--- config.mk ---
export PLATFORM = sky130hd
export DESIGN_NAME = psram_quad_writer
export DESIGN_NICKNAME = d
export VERILOG_FILES = /design/src/rtl/psram_quad_writer.sv
export SDC_FILE = /design/constraint.sdc
export NUM_CORES = 1
export LEC_CHECK = 0
export CORE_MARGIN = 2
export CORE_UTILIZATION = 38
export DETAILED_ROUTE_END_ITERATION = 8
export GPL_TIMING_DRIVEN = 0
export MAX_ROUTING_LAYER = met4
export PLACE_DENSITY = 0.57
export SLEW_MARGIN = 20
export SYNTH_ARGS = -nofsm -noshare
export SYNTH_HDL_FRONTEND = slang
export SYNTH_SLANG_ARGS = --single-unit
export TNS_END_PERCENT = 50
--- constraint.sdc ---
create_clock -name HCLK -period 4.1 [get_ports HCLK]
set_input_delay 0.41 -clock HCLK [delete_from_list [all_inputs] [get_ports HCLK]]
set_output_delay 0.41 -clock HCLK [all_outputs]
set_load 0.1 [all_outputs]
--- src/rtl/psram_quad_writer.sv ---
// psram_quad_writer: QSPI Quad Write (opcode CMD_WR) frame generator.
// Takes one 1/2/4-byte write request and sends it to the PSRAM pins as
// command, 24-bit address and data, with sck = HCLK/2.
// Optional macro PSRAM_WR_QPI_EN: the device is in QPI mode, so the command
// goes out as two nibbles instead of eight serial bits on dout[0].
// Back-to-back timing: ce_n stays high exactly CEN_GAP cycles between frames.
// busy drops in the last of those cycles so that a waiting start is captured
// there and the next frame starts right when the gap has elapsed.
module psram_quad_writer #(
  parameter logic [7:0]  CMD_WR  = 8'h38,
  parameter int unsigned CEN_GAP = 2
) (
  input  logic        HCLK,
  input  logic        HRESET,
  input  logic        start,
  input  logic [23:0] addr,
  input  logic [31:0] data,
  input  logic [1:0]  size,
  output logic        busy,
  output logic        done,
  output logic        sck,
  output logic        ce_n,
  output logic [3:0]  dout,
  output logic [3:0]  douten
);

  typedef enum logic [2:0] {IDLE, CMD, ADDR, DATA, STOP, GAP} state_t;

`ifdef PSRAM_WR_QPI_EN
  localparam logic       CMD_SERIAL = 1'b0;
  localparam logic [4:0] CMD_LEN    = 5'd2;
`else
  localparam logic       CMD_SERIAL = 1'b1;
  localparam logic [4:0] CMD_LEN    = 5'd8;
`endif
  // ce_n-high cycles still to come after the done cycle
  localparam logic [3:0] GAP_LAST = 4'(CEN_GAP - 1);

  state_t      state_q, state_d;
  logic [63:0] sr_q, sr_d;       // symbols not yet driven, MSB first
  logic [4:0]  cnt_q, cnt_d;     // sck periods left in the current phase
  logic [4:0]  dlen_q, dlen_d;   // data phase length in sck periods (2N)
  logic [3:0]  gap_q, gap_d;
  logic        busy_q, busy_d;
  logic        done_q, done_d;
  logic        sck_q, sck_d;
  logic        ce_n_q, ce_n_d;
  logic [3:0]  dout_q, dout_d;
  logic [3:0]  douten_q, douten_d;
  logic [63:0] load;
  logic        emit;

  // Next-state and next-output computation for the frame sequencer
  always_comb begin
    state_d  = state_q;
    sr_d     = sr_q;
    cnt_d    = cnt_q;
    dlen_d   = dlen_q;
    gap_d    = gap_q;
    busy_d   = busy_q;
    done_d   = 1'b0;
    sck_d    = 1'b0;
    ce_n_d   = ce_n_q;
    dout_d   = dout_q;
    douten_d = douten_q;
    emit     = 1'b0;
    // data bytes are reordered so lane 0 leaves first, high nibble first
    load = {CMD_WR, addr, data[7:0], data[15:8], data[23:16], data[31:24]};

    case (state_q)
      CMD, ADDR, DATA: begin
        if (!sck_q) begin
          sck_d = 1'b1;
        end else if (cnt_q != 5'd0) begin
          cnt_d = cnt_q - 5'd1;
          emit  = 1'b1;
        end else if (state_q == CMD) begin
          state_d = ADDR;
          cnt_d   = 5'd5;
          emit    = 1'b1;
        end else if (state_q == ADDR) begin
          state_d = DATA;
          cnt_d   = dlen_q - 5'd1;
          emit    = 1'b1;
        end else begin
          // last sck high phase done: release the device this cycle
          state_d  = STOP;
          ce_n_d   = 1'b1;
          douten_d = 4'h0;
          dout_d   = 4'h0;
          done_d   = 1'b1;
          gap_d    = GAP_LAST;
          busy_d   = (GAP_LAST != 4'd0);
        end
      end
      default: begin
        ce_n_d   = 1'b1;
        douten_d = 4'h0;
        dout_d   = 4'h0;
        if (gap_q != 4'd0) begin
          gap_d   = gap_q - 4'd1;
          busy_d  = (gap_q != 4'd1);
          state_d = GAP;
        end else begin
          busy_d  = 1'b0;
          state_d = IDLE;
        end
        if (start && !busy_q) begin
          state_d  = CMD;
          busy_d   = 1'b1;
          ce_n_d   = 1'b0;
          douten_d = 4'hF;
          gap_d    = 4'd0;
          cnt_d    = CMD_LEN - 5'd1;
          case (size)
            2'd0:    dlen_d = 5'd2;
            2'd1:    dlen_d = 5'd4;
            default: dlen_d = 5'd8;
          endcase
          if (CMD_SERIAL) begin
            dout_d = {3'b000, load[63]};
            sr_d   = {load[62:0], 1'b0};
          end else begin
            dout_d = load[63:60];
            sr_d   = {load[59:0], 4'h0};
          end
        end
      end
    endcase

    // new symbol goes out on the sck falling edge only
    if (emit) begin
      if (CMD_SERIAL && state_d == CMD) begin
        dout_d = {3'b000, sr_q[63]};
        sr_d   = {sr_q[62:0], 1'b0};
      end else begin
        dout_d = sr_q[63:60];
        sr_d   = {sr_q[59:0], 4'h0};
      end
    end
  end

  // State and registered pin outputs; reset aborts any frame immediately
  always_ff @(posedge HCLK) begin
    if (HRESET) begin
      state_q  <= IDLE;
      sr_q     <= '0;
      cnt_q    <= '0;
      dlen_q   <= '0;
      gap_q    <= '0;
      busy_q   <= 1'b0;
      done_q   <= 1'b0;
      sck_q    <= 1'b0;
      ce_n_q   <= 1'b1;
      dout_q   <= 4'h0;
      douten_q <= 4'h0;
    end else begin
      state_q  <= state_d;
      sr_q     <= sr_d;
      cnt_q    <= cnt_d;
      dlen_q   <= dlen_d;
      gap_q    <= gap_d;
      busy_q   <= busy_d;
      done_q   <= done_d;
      sck_q    <= sck_d;
      ce_n_q   <= ce_n_d;
      dout_q   <= dout_d;
      douten_q <= douten_d;
    end
  end

  assign busy   = busy_q;
  assign done   = done_q;
  assign sck    = sck_q;
  assign ce_n   = ce_n_q;
  assign dout   = dout_q;
  assign douten = douten_q;

endmodule

==> flow_summary.yaml, run 1 <==
outcome:
  status: "finished, final reports clean"
clocking:
  clk_latency_ns: 0.35
  clock-sinks: 87
  clock-root-buffer: "clkbuf_16"
  post_cts_buffers: 0
  cts_hold_buf: 0
  cts_tree: "yes"
  cts-buffers-inserted: 9
  cts.reportedPaths.clkPinSlew_ns: 0.07
  htreeDepth: 3
  max-clock-path-buffers: 2
  cts_resized: 0
final_layout:
  antennaDiodeCount: 0
  final_area_sq_um: 5640
  layout.nets: 661
  area_growth_pct: 28.3
  final_layout_size_suffix_gt1_frac: 0.0765
  final_cells: 744
placed_design:
  hpwl_um: 9180
  gp_congestion: 0.829
  dpl_cell_area_sq_um: 5290
  io_buffers: 71
  placedCellCount: 728
synth:
  yosys.area.top_type: "dfxtp_1"
  ys_seq_area_frac: 0.396
  ys_ff_latch: 87
  synth_most_common_cell: "dfxtp_1"
  async_reset_ff_frac: 0
  synthTopCellsByArea: "dfxtp_1, a221o_1, a31oi_1"
  ys_top_cells_by_count: "dfxtp_1, nor2_1, a221o_1, a31oi_1, and3_1"
  synth_flop_cell: "dfxtp_1"
  yosysWarnings: 0
  avgSynthCellArea_sq_um: 8.56
  synth_edf_count: 0
  yosysTopAreaCellShare: 0.396
  synth_cell_types: 52
  synth_nets: 579
  synthCells: 514
  synth_area_sq_um: 4400
sta:
  slew_headroom: 0.353
  hold-worst-slack_ns: 0.479
  setup_tns_ns: 0
  hold_viol: 0
  fin_crit_sh: 0.619
  min_period_ns: 2.54
  rsz0062_at_grt: "no"
  finalMaxSlewViolations: 0
  worstMarginPinSlew_ns: 0.968
  setup_viol: 0
  fmax_mhz: 394
  fin_worst_skew_ns: 0.00759
floorplanning:
  rows: 39
  core_region_area_sq_um: 11400
  io_pins: 73
  die_area_sq_um: 12500
  die_w_um: 112
  start_util: 0.387
  die_h_um: 112
critical_path:
  r2r_setup_slack_ns: 1.56
  crit_type: "flip-flop to flip-flop"
  cp-endpoint: "sr_q[39]"
  start_kind: "flip-flop"
  end_kind: "flip-flop"
  crit_start: "gap_q[0]"
  worstPathRequired_ns: 4.33
  r2r-start: "gap_q[0]"
  r2r-end: "sr_q[39]"
  cp.arrival_ns: 2.77
  reg2regPathDepth: 8
  cp_max_fo: 10
route:
  route.detailed.wl_per_inst_um: 17.1
  drtIter0Drc: 282
  drt-total-wl_um: 12700
  num_vias: 4346
  postRouteAntennaNets: 0
  route.detailed.drc: 0
  via_per_inst: 5.84
  drt_first_pass_iters: 5
global_routing:
  globalRouteOverflowTotal: 0
  antenna_found_initial: 0
  grt_pass1_wl_um: 21000
  grt_pass1_vias: 4268
  grt_start_max_net_pins: 15
  grtUsageTotal: 0.214
hold_path:
  min_from: "dout[3]"
  hp-class: "flip-flop to flip-flop"
run:
  cap_viol_max_count: 0
power_and_ir_drop:
  vdd_drop_max_mv: 0.424
  power_density_nw_per_um2: 697
  p_leak_nw: 2.25
==> per-layer routing <==
metal | global-route usage | wire (um) | up-vias
met5 | - | 0 | -
met4 | 0.0642 | 225 | 0
met3 | 0.0582 | 747 | 22
met2 | 0.340 | 5810 | 127
met1 | 0.267 | 5970 | 2069
li1 | - | - | 2128
==> critical path, cell delays in order (launching register included) <==
cell and delay (ns):
dfxtp_1 0.35, inv_1 0.08, ha_1 0.24, nor3b_2 0.19, and2_1 0.20, a22oi_1 0.44
a21oi_2 0.22, clkbuf_1 0.28, a221o_1 0.41
==> through the flow <==
stage | utilization | power [W] | setup WS (ns)
6_report | 0.496 | 0.00393 | 1.56
5_1_grt | 0.496 | 0.00418 | 1.40
4_1_cts | 0.496 | 0.00394 | 1.54
3_5_place_dp | 0.465 | 0.00296 | 1.22
3_3_place_gp | 0.465 | 0.00294 | 1.26
2_1_floorplan | - | 0.00249 | 1.58
==> power breakdown <==
group | leakage [nW] | internal (W) | switching (W)
Combinational | 1.37 | 0.000629 | 0.00108
Clock | 0.176 | 0.000629 | 0.000350
Sequential | 0.712 | 0.00105 | 0.000190
==> worst min-delay path by stage <==
| stage | slack (ns) | to | cells past startpoint |
|---|---|---|---|
| 2_1_floorplan | 0.45 | dlen_q[2] | 2 |
| 3_3_place_gp | 0.46 | dout[3] | 1 |
| 3_5_place_dp | 0.47 | dout[2] | 1 |
| 4_1_cts | 0.48 | busy | 2 |
| 5_1_grt | 0.51 | dout[2] | 1 |
| 6_report | 0.48 | dout[3] | 1 |
==> cell type report <==
| cell class | instances | area [sq um] |
|---|---|---|
| plain buffers | 54 | 245 |
| flip-flops and latches | 87 | 1740 |
| repair buffers | 71 | 711 |
| inverters | 10 | 37.5 |
| clock buffers | 11 | 253 |
| fillers | 1144 | 5730 |
| clock inverters | 5 | 104 |
| well taps | 143 | 179 |
| multi-input cells | 363 | 2370 |
==> sequential cells by signal, summed over array words and instances, names as in the netlist <==
register	flops
busy	1
ce_n	1
cnt_q	5
dlen_q	3
done	1
dout	4
douten	1
gap_q	4
sck	1
sr_q	63
state_q	3
==> kinds of logic (layout without fill, tap and decap cells) <==
logic type / Yosys count / count (layout) / synth area share
AOI/OAI and AO/OA: 174 / 174 / 0.308
xor gates and xnor gates: 2 / 2 / 0.00398
adders and majority gates: 4 / 4 / 0.0114
buffers and inverters: 64 / 151 / 0.0643
DFF: 87 / 87 / 0.396
muxes: 2 / 2 / 0.00455
and+or+nand+nor: 181 / 181 / 0.211
==> cell usage in the layout, fill, tap and decap left out, types with 22 or more instances in the layout <==
| cell type | n |
|---|---|
| nor2_1 | 71 |
| a31oi_1 | 49 |
| a221o_1 | 49 |
| dfxtp_1 | 87 |
| clkdlybuf4s50_1 | 71 |
| clkbuf_1 | 35 |
| and3_1 | 49 |
| nand2_1 | 22 |
| a21oi_1 | 23 |
No activity file was read; power rests on OpenSTA's default activity.
==> run 2: changes to the inputs <==
--- a/config.mk
+++ b/config.mk
@@ -10,7 +10,7 @@
 export DETAILED_ROUTE_END_ITERATION = 8
 export GPL_TIMING_DRIVEN = 0
 export MAX_ROUTING_LAYER = met4
-export PLACE_DENSITY = 0.57
+export PLACE_DENSITY = 0.6
 export SLEW_MARGIN = 20
 export SYNTH_ARGS = -nofsm -noshare
 export SYNTH_HDL_FRONTEND = slang
==> constraint.sdc (replaced) <==
create_clock -name HCLK -period 2.1 [get_ports HCLK]
set_input_delay 0.21 -clock HCLK [delete_from_list [all_inputs] [get_ports HCLK]]
set_output_delay 0.21 -clock HCLK [all_outputs]
set_load 0.1 [all_outputs]
==> run 2 against run 1 <==
Effect of this change:
- the flow now finishes with violations (setup timing)
- sequential power grew 97%
- worst hold slack gained 0.0018 ns
- non-clock buffer count grew 22
- maximum frequency grew 18%
- utilization grew 3.4 points
- total power grew 100%
- flip-flop and latch count is the same
- largest cell class unchanged
==> flow_summary.yaml, run 2 (synthesized netlist as in run 1, its figures left out) <==
route:
  postRouteAntennaNets: 0
  drt_first_pass_iters: 5
  via_per_inst: 5.87
  num_vias: 4494
  drt-total-wl_um: 13000
  drtIter0Drc: 303
  route.detailed.wl_per_inst_um: 16.9
  route.detailed.drc: 0
placed_design:
  io_buffers: 71
  gp_congestion: 0.848
  hpwl_um: 8910
  placedCellCount: 728
  dpl_cell_area_sq_um: 5300
floorplanning:
  die_h_um: 112
  die_area_sq_um: 12500
  rows: 39
  die_w_um: 112
  start_util: 0.387
  core_region_area_sq_um: 11400
  io_pins: 73
sta:
  worstMarginPinSlew_ns: 0.968
  fin_worst_skew_ns: 0.00417
  fmax_mhz: 465
  setup_viol: 47
  fin_crit_sh: 1.02
  min_period_ns: 2.15
  slew_headroom: 0.353
  setup_tns_ns: -1.07
  rsz0062_at_grt: "yes"
  finalMaxSlewViolations: 0
  hold_viol: 0
  setup_ws_ns: -0.0497
power_and_ir_drop:
  combPwrFrac: 0.503
  vdd_drop_max_mv: 0.645
  seqPwrFrac: 0.307
  p_sw_w: 0.00335
  power_density_nw_per_um2: 1320
  clkPwrFrac: 0.190
  p_leak_nw: 2.44
  p_int_w: 0.00462
  p_total_w: 0.00796
  p_sw_frac: 0.420
clocking:
  clock-sinks: 87
  htreeDepth: 3
  cts_tree: "yes"
  max-clock-path-buffers: 2
  clock-root-buffer: "clkbuf_16"
  clk_latency_ns: 0.33
  cts-buffers-inserted: 9
  cts.reportedPaths.clkPinSlew_ns: 0.06
global_routing:
  grt_pass1_vias: 4184
  antenna_found_initial: 0
  globalRouteOverflowTotal: 0
  grt_start_max_net_pins: 14
  grt_pass1_wl_um: 20800
  grtUsageTotal: 0.209
hold_path:
  min_from: "dout[3]"
  hold_path_depth: 1
  hp-class: "flip-flop to flip-flop"
final_layout:
  regMostFlops: "sr_q"
  final_cell_mix: "dfxtp_1, nor2_1, clkdlybuf4s50_1"
  area_growth_pct: 37.2
  final_area_sq_um: 6030
  largest_reg_flops: 63
  final_layout_size_suffix_gt1_frac: 0.169
  antennaDiodeCount: 0
  layout_commonest_cell: "dfxtp_1"
  layout.nets: 683
  final_cells: 766
  largest_registers: "sr_q: 63 flops, cnt_q: 5 flops"
critical_path:
  cp_max_fo: 5
  slowest_stage: "a221o_1"
  cp.arrival_ns: 2.37
  reg2regPathDepth: 10
  slowest_delay_ns: 0.35
  start_kind: "flip-flop"
  crit_type: "flip-flop to flip-flop"
  path_buf_inv: 4
  critPathTopFamily: "compound AO/OA/AOI/OAI gates"
  r2r-start: "cnt_q[1]"
  crit_start: "cnt_q[1]"
  crit_path_cell_trace: "inv_2 -> ha_4 -> nor4b_4 -> and4b_4 -> a2111oi_4 -> buf_4 -> a21oi_4 -> buf_6 -> buf_8 -> a221o_1"
  worstPathRequired_ns: 2.32
  cp_num_cells: 10
  end_kind: "flip-flop"
outcome:
  violations: "setup timing"
  status: "finished with violations"
run:
  cap_viol_max_count: 0
==> run 2: changes by cell type in the layout (fill, tap and decap cells not counted), sizes merged <==
cell,change
clkinvlp,+1
buf,+29
clkbuf,-2
bufinv,-3
clkdlybuf4s50,-5
dlygate4sd2,+2
==> run 2: final timing paths <==
path / endpoint / slack (ns)
max: sr_q[34] / -0.05
max reg2reg: sr_q[34] / -0.05
min reg2reg: dout[3] / 0.48
min: dout[3] / 0.48
==> run 2: through the flow <==
stage               hold WS, ns   util  setup slack [ns]
floorplan                 0.346      -            0.0151
global placement          0.460  0.466            -0.486
detailed placement        0.462  0.466            -0.496
CTS                       0.476  0.510           -0.0911
global route              0.508  0.531            -0.124
finish                    0.481  0.531           -0.0497
==> run 2: power by group through the flow <==
stage          combinational [W]  sequential, W  clock (W)
2_1_floorplan            0.00234        0.00253          0
3_3_place_gp             0.00327        0.00244          0
3_5_place_dp             0.00332        0.00245          0
4_1_cts                  0.00366        0.00243    0.00153
5_1_grt                  0.00434        0.00250    0.00160
6_report                 0.00400        0.00244    0.00151
==> run 2: per-layer routing <==
layer | vias up | part of all wire | GRT usage
met1 | 2127 | 0.45 | 0.268
met5 | - | 0 | -
met3 | 19 | 0.064 | 0.0419
met2 | 173 | 0.47 | 0.337
met4 | 0 | 0.010 | 0.0560
li1 | 2175 | - | -
==> run 2: final cells by class <==
| class | instances | area, sq um |
|---|---|---|
| clock buffer | 13 | 260 |
| timing repair buffer | 93 | 958 |
| fill | 1060 | 5340 |
| multi-input combinational | 363 | 2460 |
| tap | 143 | 179 |
| buffer | 54 | 368 |
| clock inverter | 3 | 17.5 |
| sequential | 87 | 1750 |
| inverter | 10 | 37.5 |
==> run 2: what timing repair did <==
item                                   4_1_cts  5_1_grt
gates cloned                                 1        3
setup endpoints to repair                   82       71
endpoints found under the hold margin        0        0
pin swaps                                   17       43
buffers inserted                             8       12
gates resized for setup                     53       32
hold buffers                                 0        0
==> run 3: changes to the inputs <==
--- a/config.mk
+++ b/config.mk
@@ -5,12 +5,13 @@
 export SDC_FILE = /design/constraint.sdc
 export NUM_CORES = 1
 export LEC_CHECK = 0
+export ABC_AREA = 1
 export CORE_MARGIN = 2
 export CORE_UTILIZATION = 38
 export DETAILED_ROUTE_END_ITERATION = 8
 export GPL_TIMING_DRIVEN = 0
 export MAX_ROUTING_LAYER = met4
-export PLACE_DENSITY = 0.6
+export PLACE_DENSITY = 0.59
 export SLEW_MARGIN = 20
 export SYNTH_ARGS = -nofsm -noshare
 export SYNTH_HDL_FRONTEND = slang
==> run 3 against run 2 <==
Effect of this change:
- clock power grew 8%
- count of clock-buffer cells in the layout shrank 4
- sequential share of layout area shrank 1.3 points
- largest cell class unchanged
- total power grew 28%
- non-clock buffer count shrank 8
- the run now ends clean
- worst setup slack gained 0.12 ns
- synthesized cell count grew 41%
==> flow_summary.yaml, run 3 <==
outcome:
  status: "finished, final reports clean"
synth:
  ys_seq_area_frac: 0.357
  yosysTopAreaCellShare: 0.357
  synth_nets: 788
  synthCells: 723
  async_reset_ff_frac: 0
  synth_most_common_cell: "o21ai_0"
  synth_cell_types: 35
  synthSimpleGateAreaFrac: 0.275
  synthAdderAreaFrac: 0.0103
  synth_edf_count: 0
  yosys.area.top_type: "dfxtp_1"
  avgSynthCellArea_sq_um: 6.75
  synth_top_family_by_area: "simple AND/OR/NAND/NOR gates"
  synth_flop_cell: "dfxtp_1"
  muxShareOfSynthArea: 0
  ys_ff_latch: 87
  ys_top_cells_by_count: "o21ai_0, nand2_1, inv_1, dfxtp_1, nand3_1"
  synthTopCellsByArea: "dfxtp_1, o21ai_0, nand2_1"
  synth_xor_area_frac: 0.00359
  synth_area_sq_um: 4880
  yosysWarnings: 0
  synth_compound_area_frac: 0.214
final_layout:
  multi_input_area_sq_um: 2530
  num-fill-cells: 1295
  regMostFlops: "sr_q"
  seqCellArea_sq_um: 1750
  area_growth_pct: 29.1
  final_cell_mix: "o21ai_0, nand2_1, inv_1"
  layout_commonest_cell: "o21ai_0"
  largest_registers: "sr_q: 63 flops, cnt_q: 5 flops"
  layout.nets: 878
  largest_reg_flops: 63
  antennaDiodeCount: 0
  final_cells: 990
  final_layout_size_suffix_gt1_frac: 0.123
route:
  num_vias: 5111
  drt-total-wl_um: 14300
  via_per_inst: 5.16
  drtIter0Drc: 374
  drt_first_pass_iters: 6
  postRouteAntennaNets: 0
  route.detailed.drc: 0
  route.detailed.wl_per_inst_um: 14.4
sta:
  slew_headroom: 0.351
  fin_worst_skew_ns: 0.00666
  fmax_mhz: 492
  worstMarginPinSlew_ns: 0.970
  min_period_ns: 2.03
  fin_crit_sh: 0.968
  finalMaxSlewViolations: 0
  hold-worst-slack_ns: 0.264
  setup_viol: 0
  hold_viol: 0
floorplanning:
  io_pins: 73
  die_h_um: 117
  die_w_um: 117
  core_region_area_sq_um: 12600
  start_util: 0.388
  die_area_sq_um: 13800
  rows: 41
clocking:
  cts_tree: "yes"
  clock-sinks: 87
  htreeDepth: 3
  max-clock-path-buffers: 2
  clk_latency_ns: 0.35
  cts-buffers-inserted: 9
  cts_hold_buf: 0
  clock-root-buffer: "clkbuf_16"
  cts.reportedPaths.clkPinSlew_ns: 0.07
placed_design:
  hpwl_um: 10200
  io_buffers: 71
  placedCellCount: 966
  gp_congestion: 0.853
critical_path:
  crit_type: "flip-flop to output pin"
  cp.arrival_ns: 1.82
  critPathTopFamily: "buffers and inverters"
  crit_path_cell_trace: "clkdlybuf4s50_1"
  cp_max_fo: 2
  worstPathRequired_ns: 1.89
  slowest_delay_ns: 1.14
  end_kind: "output pin"
  start_kind: "flip-flop"
  slowest_stage: "clkdlybuf4s50_1"
  path_buf_inv: 1
hold_path:
  hp-class: "input port to flip-flop"
global_routing:
  globalRouteOverflowTotal: 0
  grt_pass1_wl_um: 23300
  grt_pass1_vias: 4814
  grtUsageTotal: 0.211
  grt_start_max_net_pins: 16
  antenna_found_initial: 0
power_and_ir_drop:
  clkPwrFrac: 0.160
  p_sw_w: 0.00481
  power_density_nw_per_um2: 1620
  p_int_w: 0.00538
  vdd_drop_max_mv: 0.588
  p_sw_frac: 0.472
  combPwrFrac: 0.595
  p_leak_nw: 2.66
  seqPwrFrac: 0.245
run:
  cap_viol_max_count: 0
run 3: changes by cell type in the layout (fill, tap and decap cells not counted), sizes merged, moves of 48 or more:
cell   delta
nand3    +69
nand4    +57
a31oi    -48
nor2     -48
nand2    +86
and3     -50
inv      +88
a221o    -49
o21ai   +108
run 3: kinds of logic (layout without fill, tap and decap cells):
family                     after synthesis  after routing
AOI/OAI and AO/OA                      200            200
adders and majority gates                4              4
DFF                                     87             87
buffers and inverters                  158            252
xor gates and xnor gates                 2              2
and+or+nand+nor                        272            273
run 3: power groups by stage:
| stage | Clock (W) | Combinational (W) | Sequential, W |
|---|---|---|---|
| final | 0.00163 | 0.00606 | 0.00249 |
| after global routing | 0.00174 | 0.00676 | 0.00255 |
| after CTS | 0.00167 | 0.00547 | 0.00248 |
| after detailed placement | 0 | 0.00546 | 0.00250 |
| after global placement | 0 | 0.00538 | 0.00249 |
| after floorplan | 0 | 0.00403 | 0.00262 |
run 3: per-layer routing:
metal	part of all wire	global-route usage	vias up
li1	-	-	2633
met1	0.48	0.279	2341
met2	0.45	0.324	117
met3	0.050	0.0482	20
met4	0.017	0.0595	0
met5	0	-	-
run 3: per-stage QoR:
step | cell area (sq um) | setup TNS [ns] | utilization | power [W] | setup slack, ns
final | 6300 | 0 | 0.501 | 0.0102 | 0.0665
after global routing | 6300 | -0.108 | 0.501 | 0.0111 | -0.0446
after CTS | 6110 | 0 | 0.486 | 0.00961 | 0.00547
after detailed placement | 5810 | -4.70 | 0.462 | 0.00796 | -0.136
after global placement | 5810 | -4.68 | 0.462 | 0.00787 | -0.118
after floorplan | 4880 | 0 | - | 0.00665 | 0.299
run 3: cell type report:
class	count	share of cell area
Timing Repair Buffer	78	0.122
Sequential cell	87	0.277
Inverter	97	0.0578
Clock inverter	7	0.0115
Clock buffer	9	0.0357
Tap cell	172	0.0342
Multi-Input combinational cell	479	0.401
Buffer	61	0.0600
run 3: path summary, 6_finish.rpt:
path	startpoint	endpoint	slack (ns)	depth (start not counted)
max	dout[1]	dout[1]	0.07	1
min	HRESET	dlen_q[1]	0.26	2
max reg2reg	cnt_q[0]	sr_q[60]	0.09	12
min reg2reg	dout[3]	dout[3]	0.46	2
run 3: timing repair:
item                       4_1_cts  5_1_grt
buffers inserted                 0        6
pin swaps                        1        6
gates cloned                     0        2
setup endpoints to repair       44       60
resized for setup                7       41
